### src/rtl/serial_pattern_tx_pkg.sv
// Shared definitions for the lab2 serial pattern transmitter.
package serial_pattern_tx_pkg;
  localparam logic [0:0] ST_IDLE  = 1'b0;
  localparam logic [0:0] ST_SHIFT = 1'b1;
  localparam logic       IDLE_LEVEL_DEF = 1'b0;
endpackage

### src/rtl/tx_hold_buf.sv
// One-entry valid/ready holding register in front of the shifter.
module tx_hold_buf
  import serial_pattern_tx_pkg::*;
#(
  parameter int WIDTH = 4
) (
  input  logic             clk,
  input  logic             rst_n,
  input  logic [WIDTH-1:0] in_data,
  input  logic             in_valid,
  output logic             in_ready,
  output logic [WIDTH-1:0] out_data,
  output logic             out_valid,
  input  logic             out_take
);
  logic             full_q, full_d;
  logic [WIDTH-1:0] data_q, data_d;

  // ready is only ever !full, so accept and take can never coincide
  always_comb begin
    full_d = full_q;
    data_d = data_q;
    if (in_valid && !full_q) begin
      full_d = 1'b1;
      data_d = in_data;
    end else if (out_take) begin
      full_d = 1'b0;
    end
  end

  always_ff @(posedge clk) begin
    if (!rst_n) begin
      full_q <= 1'b0;
      data_q <= '0;
    end else begin
      full_q <= full_d;
      data_q <= data_d;
    end
  end

  assign in_ready  = !full_q;
  assign out_data  = data_q;
  assign out_valid = full_q;
endmodule

### src/rtl/serial_pattern_tx.sv
// Parallel-to-serial pattern source for the lab2 detector's X input.
module serial_pattern_tx
  import serial_pattern_tx_pkg::*;
#(
  parameter int   WIDTH      = 4,
  parameter int   BIT_CYCLES = 1,
  parameter int   MSB_FIRST  = 0,
  parameter logic IDLE_LEVEL = IDLE_LEVEL_DEF
) (
  input  logic             clk,
  input  logic             rst_n,
  input  logic [WIDTH-1:0] in_data,
  input  logic             in_valid,
  output logic             in_ready,
  output logic             X,
  output logic             first,
  output logic             busy,
  output logic             word_done
);
  localparam int BCW = $clog2(WIDTH);
  localparam int PW  = $clog2(BIT_CYCLES) + 1;

  logic [0:0]       state_q, state_d;
  logic [WIDTH-1:0] shift_q, shift_d;
  logic [BCW-1:0]   bit_cnt_q, bit_cnt_d;
  logic [PW-1:0]    pre_q, pre_d;
  logic             x_q, x_d, first_q, first_d, done_q, done_d;
  logic [WIDTH-1:0] hold_data;
  logic             hold_full, load, last_pre, last_bit;

  tx_hold_buf #(.WIDTH(WIDTH)) u_hold (
    .clk      (clk),
    .rst_n    (rst_n),
    .in_data  (in_data),
    .in_valid (in_valid),
    .in_ready (in_ready),
    .out_data (hold_data),
    .out_valid(hold_full),
    .out_take (load)
  );

  function automatic logic lead_bit(input logic [WIDTH-1:0] w);
    return (MSB_FIRST != 0) ? w[WIDTH-1] : w[0];
  endfunction

  function automatic logic [WIDTH-1:0] advance(input logic [WIDTH-1:0] w);
    return (MSB_FIRST != 0) ? (w << 1) : (w >> 1);
  endfunction

  assign last_pre = (pre_q == PW'(BIT_CYCLES - 1));
  assign last_bit = (bit_cnt_q == BCW'(WIDTH - 1));

  always_comb begin
    state_d   = state_q;
    shift_d   = shift_q;
    bit_cnt_d = bit_cnt_q;
    pre_d     = pre_q;
    x_d       = x_q;
    first_d   = first_q;
    done_d    = 1'b0;
    load      = 1'b0;
    if (state_q == ST_IDLE) begin
      x_d     = IDLE_LEVEL;
      first_d = 1'b0;
      load    = hold_full;
    end else if (!last_pre) begin
      pre_d = pre_q + 1'b1;
    end else if (!last_bit) begin
      pre_d     = '0;
      bit_cnt_d = bit_cnt_q + 1'b1;
      shift_d   = advance(shift_q);
      x_d       = lead_bit(advance(shift_q));
      first_d   = 1'b0;
    end else begin
      // word boundary: chain straight into a held word, else drop to idle
      done_d  = 1'b1;
      load    = hold_full;
      state_d = ST_IDLE;
      x_d     = IDLE_LEVEL;
      first_d = 1'b0;
    end
    if (load) begin
      state_d   = ST_SHIFT;
      shift_d   = hold_data;
      x_d       = lead_bit(hold_data);
      first_d   = 1'b1;
      bit_cnt_d = '0;
      pre_d     = '0;
    end
  end

  always_ff @(posedge clk) begin
    if (!rst_n) begin
      state_q   <= ST_IDLE;
      shift_q   <= '0;
      bit_cnt_q <= '0;
      pre_q     <= '0;
      x_q       <= IDLE_LEVEL;
      first_q   <= 1'b0;
      done_q    <= 1'b0;
    end else begin
      state_q   <= state_d;
      shift_q   <= shift_d;
      bit_cnt_q <= bit_cnt_d;
      pre_q     <= pre_d;
      x_q       <= x_d;
      first_q   <= first_d;
      done_q    <= done_d;
    end
  end

  assign X         = x_q;
  assign first     = first_q;
  assign busy      = (state_q == ST_SHIFT);
  assign word_done = done_q;
endmodule

### config.mk
export PLATFORM = sky130hd
export DESIGN_NAME = serial_pattern_tx
export DESIGN_NICKNAME = d
export VERILOG_FILES = /design/src/rtl/serial_pattern_tx_pkg.sv /design/src/rtl/tx_hold_buf.sv /design/src/rtl/serial_pattern_tx.sv
export SDC_FILE = /design/constraint.sdc
export NUM_CORES = 1
export LEC_CHECK = 0
export CORE_AREA = 2 2 39 41
export CTS_BUF_LIST = sky130_fd_sc_hd__clkbuf_4 sky130_fd_sc_hd__clkbuf_8
export CTS_CLUSTER_SIZE = 16
export DETAILED_ROUTE_END_ITERATION = 7
export DIE_AREA = 0 0 41 43
export MAX_ROUTING_LAYER = met4
export PLACE_DENSITY = 0.74
export SLEW_MARGIN = 20
export SYNTH_ARGS = -nofsm -noshare
export SYNTH_HDL_FRONTEND = slang
export SYNTH_HIERARCHICAL = 1
export SYNTH_SLANG_ARGS = --single-unit
### constraint.sdc
create_clock -name clk -period 1.15 [get_ports clk]
set_clock_uncertainty 0.1 [all_clocks]
set_input_delay 0.1725 -clock clk [delete_from_list [all_inputs] [get_ports clk]]
set_output_delay 0.1725 -clock clk [all_outputs]
set_load 0.1 [all_outputs]
# After elaboration in Yosys (flattened, before gate mapping)
# Cells that the tools add are included.
# totals
ff_bits	16
latch_bits	0
mem_bits_rw	0
romBits	0
inputBits	7
output_inout_bits	5
word_cells	49
n_memories	0
# classes
addsub	2
mul	0
div	0
magnitude_cmp	0
n_eq_ne	4
n_shift	0
mux	22
bitwise	4
reduce_logical	8
# op_table
operator	n
$mux 1	18
$mux 4	4
$reduce_and 3->1	2
$not 1->1	4
$reduce_bool 2->1	2
$ne 3x2->1 const B	1
$reduce_or 3->1	1
$add 2x1->2 const B	1
$eq 2x2->1 const B	1
$ne 2x1->1 const B	1
$ne 2x2->1 const B	1
$reduce_or 2->1	1
$add 1x1->1 const B	1
$logic_and 1x1->1	1
$logic_not 1->1	1

# Depth between registers and ports, before layout
# logic_depth
ltp_word	6
ltp_mapped	6
ltp_nobuf	5

# By module
# The synthesis kept the hierarchy.
# by_module_without_submodules
mod	instances	cells_each	area_each_um2	seq_area_each_um2
serial_pattern_tx	1	36	391.6	180.2
tx_hold_buf	1	23	203.9	100.1

# Worst setup path after synthesis
# OpenSTA, ideal clock, no wires.
# synth_timing
path_type	register -> register
startpoint	register state_q, in the netlist busy
endpoint	register u_hold.full_q, in the netlist u_hold/out_valid
setup_ps	58
arrival_time_ps	1584
required_ps	992
slack_ps	-592
stages_incl_launch_ff	6
path_buffers	1
synth_period_minus_slack_ps	1742
path_cell_list	dfxtp_1 > nand2b_1 > buf_6 > and2_1 > nand2_1 > o211a_1
# synth_between
elab_chain_cells	2
# synth_lines
item	line	text
from (decl)	serial_pattern_tx.sv:23	logic [0:0] state_q, state_d;
from (signal assigned)	serial_pattern_tx.sv:102	state_q <= state_d;
$mux 1	serial_pattern_tx.sv:62	if (state_q == ST_IDLE) begin
$reduce_bool 2->1 (no line)	-	
to (signal assigned)	tx_hold_buf.sv:36	full_q <= full_d;
to (decl)	tx_hold_buf.sv:16	logic full_q, full_d;
# Every way passes these cells.
# A chain may end at the register's enable or synchronous reset.

# Final worst setup path
# layout_timing
startpoint	register u_hold.full_q, in the netlist u_hold/out_valid
endpoint	output port in_ready
# layout_between
elab_chain_cells	1
# layout_lines
item	line	text
$logic_not 1->1	tx_hold_buf.sv:41	assign in_ready = !full_q;
to (decl)	serial_pattern_tx.sv:14	output logic in_ready,
# Every way passes these cells.

==> impl_metrics.yaml <==
sta:
  period_share_pct: 103
  period_needed_ps: 1180
  fmax_mhz: 845
  setup_viol: 2
  final_hold_viol_count: 0
  setup_tns_ps: -54.5
  layout_setup_ws_ps: -34.1
  rsz0062_at_grt: "yes"
  maxSlewViolCount: 0
  slew_headroom_pct: 90.6
  tightest_slew_ps: 137
clocking:
  cts_tree: "done"
  clock_path_buffers: 2
  cts-buffers-inserted: 3
  cts.sinks: 14
  root_buffer: "clkbuf_4"
  clk_latency_ps: 290
  htree_levels: 1
  cts.clk_slew.worst_paths_ps: 90
worst_setup_path:
  arrival_ps: 910
  slowest_stage: "dfxtp_4"
  crit_path_start_kind: "flip-flop"
  crit_chain: "clkinvlp_4, buf_12"
  path_delay_family: "flip-flops"
  slowest_delay_ps: 360
  critPathMaxFanout: 2
  critical_path_class: "reg -> out"
  critPathCaptureType: "primary output"
  path_buf_inv: 2
  cp.required_ps: 880
placed_design:
  placed_cells: 88
  gp_congestion: 0.635
  portBuffers: 11
logic_synthesis:
  yosysSeqAreaShare_pct: 47.1
  synthCells: 59
  synthDistinctLibCells: 23
  yosys_warnings: 6
  syn_avg_cell_area_um2: 10.1
  synth-seq-cells: 14
  syn_nets: 67
  syn_area_um2: 596
power:
  leakagePower_nw: 0.387
  power_switching_mw: 0.336
  p_comb_share_pct: 24.1
  vdd_drop_max_v: 0.000900
  pwr-share-seq_pct: 45.5
  swShare_pct: 28.3
  total_power_mw: 1.19
  p_int_mw: 0.853
  p_clk_share_pct: 30.4
  power_density_nw_per_um2: 1270
floorplanning:
  ios: 12
  die_x_um: 41
  initial_core_util_pct: 43.0
  coreArea_um2: 1380
  die-area_um2: 1760
  rows: 14
  die_y_um: 43
route:
  ant_nets: 0
  routed_wl_um: 1080
  viasPerCell: 4.86
  first_iter_violations: 6
  wl_per_cell_um: 11.1
  drtPass1Iterations: 4
  drc: 0
  vias: 471
grt:
  grt_overflow: 0
  antenna_found_initial: 0
  grt_util_all_layers_pct: 16.1
  grt_max_degree: 19
  grt_pass1_vias: 429
  grt_pass1_wl_um: 1810
cells_and_area:
  drive_above_1_share_pct: 49.4
  layout.cells.most_common_list: "nand2_1, mux2i_1, buf_4, dfxtp_1"
  instances_no_fill: 97
  syn_to_final_growth_pct: 56.7
  layout_commonest_cell: "nand2_1"
  finalNetCount: 90
  n_antenna_cell: 0
worst_hold_path:
  hold_path.class: "in -> reg"
status:
  failed_checks: "negative setup slack"
  status: "finished, violations left"
run:
  drv_cap: 0
-- state kept, by name (all words and copies together), names as in the netlist --
signal and count:
X 1, bit_cnt_q 2, busy 1, first 1, shift_q 3, u_hold/out_data 4, u_hold/out_valid 1, word_done 1
-- power by group through the flow --
stage / Sequential (mW) / Combinational (mW) / Clock [mW]
floorplan: 0.590 / 0.120 / 0
global placement: 0.550 / 0.247 / 0
detailed placement: 0.552 / 0.250 / 0
CTS: 0.541 / 0.275 / 0.365
global route: 0.546 / 0.305 / 0.390
finish: 0.541 / 0.286 / 0.362
-- metrics by stage --
stage / cell area (µm²) / utilization, % / setup WS [ps] / hold slack (ps)
floorplan: 618 / - / -47.2 / 186
global placement: 823 / 59.5 / -125 / 345
detailed placement: 823 / 59.5 / -181 / 351
CTS: 917 / 66.3 / -25.2 / 335
global route: 933 / 67.5 / -54.7 / 351
finish: 933 / 67.5 / -34.1 / 334
-- layout make-up --
type / count / area, µm²
Timing Repair Buffer: 21 / 255
Fill cell: 112 / 450
Tap cell: 16 / 20.0
Sequential cell: 14 / 294
Multi-Input combinational cell: 41 / 320
Inverter: 1 / 7.51
Clock buffer: 4 / 36.3
-- cells in the mapped netlist, drive strengths merged --
cell    count  area [µm²]
and3        2        13.8
and2        1        6.26
o21ai       2        10.0
o211a       1        10.0
nand3b      1        11.3
mux2i       7        70.1
nor3b       1        12.5
o21a        2        15.0
inv         1        3.75
clkbuf      1        5.00
dfxtp      14         280
nand2      12        45.0
nor2b       1        6.26
nand2b      1        6.26
nor2        2        7.51
nand3       1        10.0
and2b       1        10.0
buf         3        27.5
ha          1        12.5
a21oi       2        10.0
a21boi      2        22.5
-- path summary, 6_finish.rpt --
check	start	endpoint	slack [ps]	depth (start not counted)
worst min register to register	u_hold/out_data[3]$_SDFFE_PN0P_	u_hold/out_data[3]$_SDFFE_PN0P_	360	2
worst min-delay path	in_data[1]	u_hold/out_data[1]$_SDFFE_PN0P_	330	3
worst max-delay path	u_hold/out_valid$_SDFFE_PN0P_	in_ready	-30	2
worst max register to register	bit_cnt_q[1]$_SDFFE_PP0P_	bit_cnt_q[0]$_SDFFE_PP0P_	-20	4
-- cells by family (layout without fill, tap and decap cells) --
kind of cell	count (synthesis)	in the layout	synth area share, %
mux	7	7	11.8
fa+ha+maj	1	1	2.10
buf+inv	5	26	6.09
compound gates	9	9	11.3
simple gates	23	24	21.6
flops	14	14	47.1
-- routing by layer --
layer / vias up / GRT usage (%) / routed length (µm)
met5: - / - / 0
met4: 0 / 10.0 / 27
met3: 3 / 4.71 / 60
met2: 15 / 21.9 / 543
met1: 214 / 20.1 / 449
li1: 239 / - / -
-- worst min-delay path, delay by kind of cell --
kind | cells | cell delay (ps)
buffers and inverters | 1 | 390
multiplexers | 1 | 60
AND/OR/NAND/NOR | 1 | 50
-- what timing repair did --
item,in CTS,in global routing
setup buffers,4,0
gates cloned,1,0
pin swaps,3,5
gates resized for setup,5,5
endpoints found under the setup margin,3,12
hold buffers,0,0
Note: power is estimated with default switching activity, not from simulation.
